**src/rtl/rv32i_decode_stage.sv**
```systemverilog
// RV32I instruction decode stage: combinational decoder feeding a single
// valid/ready output register toward execute.
package rv32i_pkg;

    localparam int unsigned XLEN_W = 32;

    typedef enum logic [1:0] {A_REG = 2'd0, A_PC = 2'd1, A_ZERO = 2'd2} ASel_e;
    typedef enum logic       {B_REG = 1'b0, B_IMM = 1'b1} BSel_e;
    typedef enum logic [3:0] {
        ALU_ADD  = 4'd0, ALU_SUB = 4'd1, ALU_SLL = 4'd2, ALU_SLT = 4'd3,
        ALU_SLTU = 4'd4, ALU_XOR = 4'd5, ALU_SRL = 4'd6, ALU_SRA = 4'd7,
        ALU_OR   = 4'd8, ALU_AND = 4'd9
    } ALUSel_e;
    typedef enum logic [1:0] {WB_ALU = 2'd0, WB_MEM = 2'd1, WB_PC = 2'd2} WBSel_e;
    typedef enum logic [2:0] {IMM_I = 3'd0, IMM_S = 3'd1, IMM_B = 3'd2, IMM_J = 3'd3, IMM_U = 3'd4} ImmSel_e;

    typedef struct packed {
        logic [XLEN_W-1:0] pc;
        logic [XLEN_W-1:0] imm;
        logic [4:0]        rs1_idx;
        logic [4:0]        rs2_idx;
        logic [4:0]        rd_idx;
        logic [2:0]        funct3;
        ASel_e             asel;
        BSel_e             bsel;
        ALUSel_e           alusel;
        WBSel_e            wbsel;
        logic              reg_wen;
        logic              mem_ren;
        logic              mem_wen;
        logic              branch;
        logic              jump;
        logic              illegal;
    } dec_t;

endpackage

module rv32i_decode_stage
    import rv32i_pkg::*;
#(
    parameter int unsigned XLEN = 32
) (
    input  logic            clk,
    input  logic            rst_n,
    input  logic            if_valid,
    input  logic [31:0]     if_instr,
    input  logic [XLEN-1:0] if_pc,
    output logic            id_ready,
    input  logic            flush,
    input  logic            ex_ready,
    output logic            ex_valid,
    output logic [XLEN-1:0] ex_pc,
    output logic [XLEN-1:0] ex_imm,
    output logic [4:0]      ex_rs1_idx,
    output logic [4:0]      ex_rs2_idx,
    output logic [4:0]      ex_rd_idx,
    output logic [2:0]      ex_funct3,
    output ASel_e           ex_asel,
    output BSel_e           ex_bsel,
    output ALUSel_e         ex_alusel,
    output WBSel_e          ex_wbsel,
    output logic            ex_reg_wen,
    output logic            ex_mem_ren,
    output logic            ex_mem_wen,
    output logic            ex_branch,
    output logic            ex_jump,
    output logic            ex_illegal
);

    localparam logic [6:0] OPC_LUI    = 7'b0110111;
    localparam logic [6:0] OPC_AUIPC  = 7'b0010111;
    localparam logic [6:0] OPC_JAL    = 7'b1101111;
    localparam logic [6:0] OPC_JALR   = 7'b1100111;
    localparam logic [6:0] OPC_BRANCH = 7'b1100011;
    localparam logic [6:0] OPC_LOAD   = 7'b0000011;
    localparam logic [6:0] OPC_STORE  = 7'b0100011;
    localparam logic [6:0] OPC_OPIMM  = 7'b0010011;
    localparam logic [6:0] OPC_OP     = 7'b0110011;
    localparam logic [6:0] OPC_FENCE  = 7'b0001111;
    localparam logic [6:0] F7_ZERO    = 7'b0000000;
    localparam logic [6:0] F7_ALT     = 7'b0100000;

    logic [6:0] opcode;
    logic [2:0] f3;
    logic [6:0] f7;
    logic       is_op;
    logic       load;
    ImmSel_e    imm_sel;
    dec_t       dec_c;
    dec_t       dec_q, dec_d;
    logic       valid_q, valid_d;

    assign opcode = if_instr[6:0];
    assign f3     = if_instr[14:12];
    assign f7     = if_instr[31:25];
    assign is_op  = (opcode == OPC_OP);

    // Instruction decoder
    always_comb begin
        imm_sel       = IMM_I;
        dec_c         = '0;
        dec_c.pc      = if_pc;
        dec_c.rs1_idx = if_instr[19:15];
        dec_c.rs2_idx = if_instr[24:20];
        dec_c.rd_idx  = if_instr[11:7];
        dec_c.funct3  = f3;
        dec_c.asel    = A_REG;
        dec_c.bsel    = B_IMM;
        dec_c.alusel  = ALU_ADD;
        dec_c.wbsel   = WB_ALU;

        unique case (opcode)
            OPC_LUI: begin
                imm_sel       = IMM_U;
                dec_c.asel    = A_ZERO;
                dec_c.reg_wen = 1'b1;
            end
            OPC_AUIPC: begin
                imm_sel       = IMM_U;
                dec_c.asel    = A_PC;
                dec_c.reg_wen = 1'b1;
            end
            OPC_JAL: begin
                imm_sel       = IMM_J;
                dec_c.asel    = A_PC;
                dec_c.wbsel   = WB_PC;
                dec_c.reg_wen = 1'b1;
                dec_c.jump    = 1'b1;
            end
            OPC_JALR: begin
                dec_c.wbsel   = WB_PC;
                dec_c.reg_wen = 1'b1;
                dec_c.jump    = 1'b1;
                dec_c.illegal = (f3 != 3'b000);
            end
            OPC_BRANCH: begin
                imm_sel       = IMM_B;
                dec_c.asel    = A_PC;
                dec_c.branch  = 1'b1;
                dec_c.illegal = (f3 == 3'b010) || (f3 == 3'b011);
            end
            OPC_LOAD: begin
                dec_c.wbsel   = WB_MEM;
                dec_c.mem_ren = 1'b1;
                dec_c.reg_wen = 1'b1;
                dec_c.illegal = (f3 == 3'b011) || (f3 == 3'b110) || (f3 == 3'b111);
            end
            OPC_STORE: begin
                imm_sel       = IMM_S;
                dec_c.mem_wen = 1'b1;
                dec_c.illegal = (f3 > 3'b010);
            end
            OPC_OPIMM, OPC_OP: begin
                dec_c.bsel    = is_op ? B_REG : B_IMM;
                dec_c.reg_wen = 1'b1;
                unique case (f3)
                    3'b000: begin
                        dec_c.alusel  = (is_op && f7 == F7_ALT) ? ALU_SUB : ALU_ADD;
                        dec_c.illegal = is_op && (f7 != F7_ZERO) && (f7 != F7_ALT);
                    end
                    3'b001: begin
                        dec_c.alusel  = ALU_SLL;
                        dec_c.illegal = (f7 != F7_ZERO);
                    end
                    3'b101: begin
                        dec_c.alusel  = (f7 == F7_ALT) ? ALU_SRA : ALU_SRL;
                        dec_c.illegal = (f7 != F7_ZERO) && (f7 != F7_ALT);
                    end
                    default: begin
                        unique case (f3)
                            3'b010:  dec_c.alusel = ALU_SLT;
                            3'b011:  dec_c.alusel = ALU_SLTU;
                            3'b100:  dec_c.alusel = ALU_XOR;
                            3'b110:  dec_c.alusel = ALU_OR;
                            default: dec_c.alusel = ALU_AND;
                        endcase
                        // OP-IMM reuses bits 31:25 as immediate here, so only OP checks them
                        dec_c.illegal = is_op && (f7 != F7_ZERO);
                    end
                endcase
            end
            OPC_FENCE: ;
            default: dec_c.illegal = 1'b1;
        endcase

        if (dec_c.illegal) begin
            dec_c.reg_wen = 1'b0;
            dec_c.mem_ren = 1'b0;
            dec_c.mem_wen = 1'b0;
            dec_c.branch  = 1'b0;
            dec_c.jump    = 1'b0;
        end
        if (dec_c.rd_idx == 5'd0) begin
            dec_c.reg_wen = 1'b0;
        end

        unique case (imm_sel)
            IMM_S:   dec_c.imm = {{20{if_instr[31]}}, if_instr[31:25], if_instr[11:7]};
            IMM_B:   dec_c.imm = {{19{if_instr[31]}}, if_instr[31], if_instr[7],
                                  if_instr[30:25], if_instr[11:8], 1'b0};
            IMM_J:   dec_c.imm = {{11{if_instr[31]}}, if_instr[31], if_instr[19:12],
                                  if_instr[20], if_instr[30:21], 1'b0};
            IMM_U:   dec_c.imm = {if_instr[31:12], 12'b0};
            default: dec_c.imm = {{20{if_instr[31]}}, if_instr[31:20]};
        endcase
    end

    assign id_ready = flush | ~valid_q | ex_ready;
    assign load     = if_valid & id_ready & ~flush;

    // Output register next state; flush beats load beats drain
    always_comb begin
        valid_d = valid_q;
        dec_d   = dec_q;
        if (flush) begin
            valid_d = 1'b0;
        end else if (load) begin
            valid_d = 1'b1;
            dec_d   = dec_c;
        end else if (ex_ready) begin
            valid_d = 1'b0;
        end
    end

    always_ff @(posedge clk or negedge rst_n) begin
        if (!rst_n) begin
            valid_q <= 1'b0;
            dec_q   <= '0;
        end else begin
            valid_q <= valid_d;
            dec_q   <= dec_d;
        end
    end

    assign ex_valid   = valid_q;
    assign ex_pc      = dec_q.pc;
    assign ex_imm     = dec_q.imm;
    assign ex_rs1_idx = dec_q.rs1_idx;
    assign ex_rs2_idx = dec_q.rs2_idx;
    assign ex_rd_idx  = dec_q.rd_idx;
    assign ex_funct3  = dec_q.funct3;
    assign ex_asel    = dec_q.asel;
    assign ex_bsel    = dec_q.bsel;
    assign ex_alusel  = dec_q.alusel;
    assign ex_wbsel   = dec_q.wbsel;
    assign ex_reg_wen = dec_q.reg_wen;
    assign ex_mem_ren = dec_q.mem_ren;
    assign ex_mem_wen = dec_q.mem_wen;
    assign ex_branch  = dec_q.branch;
    assign ex_jump    = dec_q.jump;
    assign ex_illegal = dec_q.illegal;

endmodule

```
**config.mk**
```make
export PLATFORM = sky130hd
export DESIGN_NAME = rv32i_decode_stage
export DESIGN_NICKNAME = d
export VERILOG_FILES = /design/src/rtl/rv32i_decode_stage.sv
export SDC_FILE = /design/constraint.sdc
export NUM_CORES = 1
export LEC_CHECK = 0
export ABC_CLOCK_PERIOD_IN_PS = 2900
export BUFFER_PORTS_ARGS = -buffer_cell sky130_fd_sc_hd__buf_4
export CAP_MARGIN = 20
export CORE_AREA = 2 2 100 102
export DETAILED_ROUTE_END_ITERATION = 7
export DIE_AREA = 0 0 102 104
export GPL_TIMING_DRIVEN = 1
export PLACE_DENSITY = 0.84
export SYNTH_ARGS = -nofsm -noshare
export SYNTH_HDL_FRONTEND = slang
export SYNTH_SLANG_ARGS = --single-unit
```
**constraint.sdc**
```tcl
create_clock -name clk -period 2.9 [get_ports clk]
set_clock_uncertainty 0.1 [all_clocks]
set_input_delay 0.58 -clock clk [delete_from_list [all_inputs] [get_ports clk]]
set_output_delay 0.58 -clock clk [all_outputs]
set_load 0.03 [all_outputs]
```
==> results.md <==
* Leakage dissipation at 2.98 nW
* PD cells at 619 nW/um2
* Drc violations at 0
* Switching portion of total power at 0.344
* Reg2Reg Launch Point: ex_valid$_DFFE_PN0P_
* Hold_ws at 0.138 ns
* Core Util, Final at 0.600
* Fmax achieved at 454 MHz
* CTS tree: yes
* # resized after CTS at 0
* Avg Synthesized Cell Area at 8.84 um2
* Tmin final at 2.20 ns
* Capturing element type of the critical path: flop
* Port bufs at 167
* Htree depth at 3
* Yosys reg bits at 98
* Clock sinks at 98
* Crit Path Class: input pin to flop
* Crit Path Max Fanout at 6
* Largest net degree at the start of global routing at 51
* Worst path cell trace: buf_4 > or4_1 > nor3_1 > a211oi_1 > nor4_4 > a32o_1
* RSZ-0062 raised after global routing: no
* CP Data Arrival Time at 2.39 ns
* CTS Buffer Depth at 2
* Antenna violations before repair at 0
* WL/cell at 14.6 um
* Logic pwr share at 0.295
* Peak VDD IR at about 370 uV
* Most frequent cells in the layout: nand2_1, buf_4, dfrtp_1, o21ai_0, a21oi_1
* Seq pwr share at 0.463
* Setup TNS at 0 ns
* Antenna Violating Nets Remaining at 0
* Outcome: finished, final reports clean
* Vias per cell at 5.03
* Post-synthesis async set-or-reset flop share at 1.00
* Initial core utilization at 0.438
* Vias after detailed routing at 3846
* Post-Route WL at between 10 and 15 mm
* Worst Setup SP: if_instr[26]
* Non-Filler Instances at about 760
* Antenna fix cells at 0
* Critical Path RT at 3.09 ns
* Worst min path class: input pin to async pin
* GRT overflow at 0
* Final Hold Viols at 0
* Post-synthesis sequential area ratio at 0.587
* Synthesized netlist net count at 542
* CTS Buf Count at 9
* Adder-cell area share of the yosys netlist at 0
* Synth Area in XOR/XNOR at 0.00210
* Global Route Usage Sum at 0.216
* DIE HEIGHT at 104 um
* Fin crit share at 0.759
* Max_cap viols at 0
* Setup violators final at 0
* Number of unique standard cell types used by synthesis at 39
* Placed insts at 748
* Max-slew violation count at 0
* Setup crit start kind: input pin
* Clk_lat worst skew at 0.35 ns
* Die width at 102 um
* Core box area at approximately 9500 um2
* Clock Pin Slew Worst Setup and Hold Paths at 0.09 ns
* Post-synth EDFFs at 0
* Die area at 10600 um2
* Slowest stage delay, CP at 0.52 ns
* Multiplexer share of the synthesized area at 0
* Starting DRT DRC Count at 239
* Compound-cell area share of the yosys netlist at 0.115
* Cell Area, Synth at 4180 um2
* Sw Pwr at 1.22 mW
* Worst Max-Slew Pin Slew at 0.827 ns
* TritonRoute pass-1 iters at 4
* Post-synth top area share at 0.587
* DP HPWL at a little over 8 mm
* CP max-delay cell: or4_1
* Int Power at around 2.3 mW
* Layout cells sized above 1 at 0.311
* Simple-Gate Fraction of Synth Area at 0.257
* Syn. warnings at 0
* Final nets at 695
* Max_slew headroom at 0.447
* Cell count after synthesis at 473
* Total chip power at about 3.5 mW
* Ports at 168
* Setup bufs post-CTS at 0
* Root Driver: clkbuf_8
* Cts hold-fix bufs at 0
* Clock group share of total power at 0.242
* Largest family of logic cells by synthesized area: simple AND/OR/NAND/NOR gates
* Row Count at 36
* Vias in the first global route at 3768
* Area delta synth->final at 37.0%
* Leading cell type in the layout, fill and taps excluded: nand2_1
* Top cells by area, synth: dfrtp_1, nand2_1, o21ai_0
* # fillers at 867
* Area leader, netlist: dfrtp_1
* First-pass GRT wire length at between 15 and 20 mm
* Post-synth top flop: dfrtp_1
* GPL Wtd Cong at 0.899
[cells in the mapped netlist, types with 2 or more instances]
| master | count |
|---|---|
| buf_6 | 3 |
| o21ai_0 | 31 |
| nor2b_1 | 4 |
| nand2_1 | 202 |
| nand3_1 | 3 |
| or4_1 | 3 |
| a21oi_1 | 26 |
| o21ai_1 | 4 |
| nor4_2 | 2 |
| clkbuf_1 | 28 |
| nand2b_1 | 6 |
| a22o_1 | 4 |
| inv_1 | 4 |
| dfrtp_1 | 98 |
| nor2_1 | 22 |
| a221oi_1 | 7 |
| o31ai_1 | 2 |
| nor3_1 | 3 |
[final timing paths]
check | endpoint | slack, ns | cells past startpoint
max in group asynchronous | ex_illegal$_DFFE_PN0P_ | 1.87 | 2
min in group clk | ex_pc[3]$_DFFE_PN0P_ | 0.31 | 3
hold / removal | ex_imm[31]$_DFFE_PN0P_ | 0.14 | 1
setup / recovery | ex_branch$_DFFE_PN0P_ | 0.70 | 6
hold reg to reg | ex_pc[1]$_DFFE_PN0P_ | 0.38 | 2
setup reg to reg | ex_branch$_DFFE_PN0P_ | 1.11 | 5
[sequential cells by signal, indices dropped and copies added, names as in the netlist]
name        count
ex_alusel       4
ex_asel         2
ex_branch       1
ex_bsel         1
ex_funct3       3
ex_illegal      1
ex_imm         32
ex_jump         1
ex_mem_ren      1
ex_mem_wen      1
ex_pc          32
ex_rd_idx       5
ex_reg_wen      1
ex_rs1_idx      5
ex_rs2_idx      5
ex_valid        1
ex_wbsel        2
[layout make-up]
cell class,instances,area (um2),share of cell area
Sequential cell,98,2450,0.428
Inverter,4,15.0,0.00262
Tap cell,133,166,0.0291
Timing Repair Buffer,175,1330,0.232
Clock buffer,12,135,0.0236
Multi-Input combinational cell,338,1580,0.276
Clock inverter,4,52.6,0.00918
[routing by layer]
layer  global-route usage  up-vias  wire (um)
met1                0.282     1826       4590
li1                     -     1842          -
met2                0.342      156       5320
met5                    0        -          0
met3               0.0645       22        998
met4               0.0695        0        260
[stage by stage]
stage          worst slack [ns]  area [um2]
5_1_grt                   0.575        5730
3_3_place_gp              0.390        5540
3_5_place_dp              0.395        5540
4_1_cts                   0.738        5730
6_report                  0.700        5730
2_1_floorplan             0.653        4180
[cells by family after synthesis]
logic type      Yosys count
buf+inv                  37
compound gates           82
simple gates            255
flops                    98
xor+xnor                  1
[worst max-delay path, delay by kind of cell]
family          cells  cell delay (ns)
simple gates        3             1.28
compound gates      2             0.40
buf+inv             1             0.12
[power groups by stage]
stage	Combinational (mW)	Clock, mW	Sequential (mW)
after floorplan	0.222	0	2.02
after global placement	1.04	0	1.66
after detailed placement	1.06	0	1.67
after CTS	1.06	0.877	1.64
after global routing	1.13	0.930	1.66
final	1.05	0.856	1.64
Power figures use the tool's default switching activity.
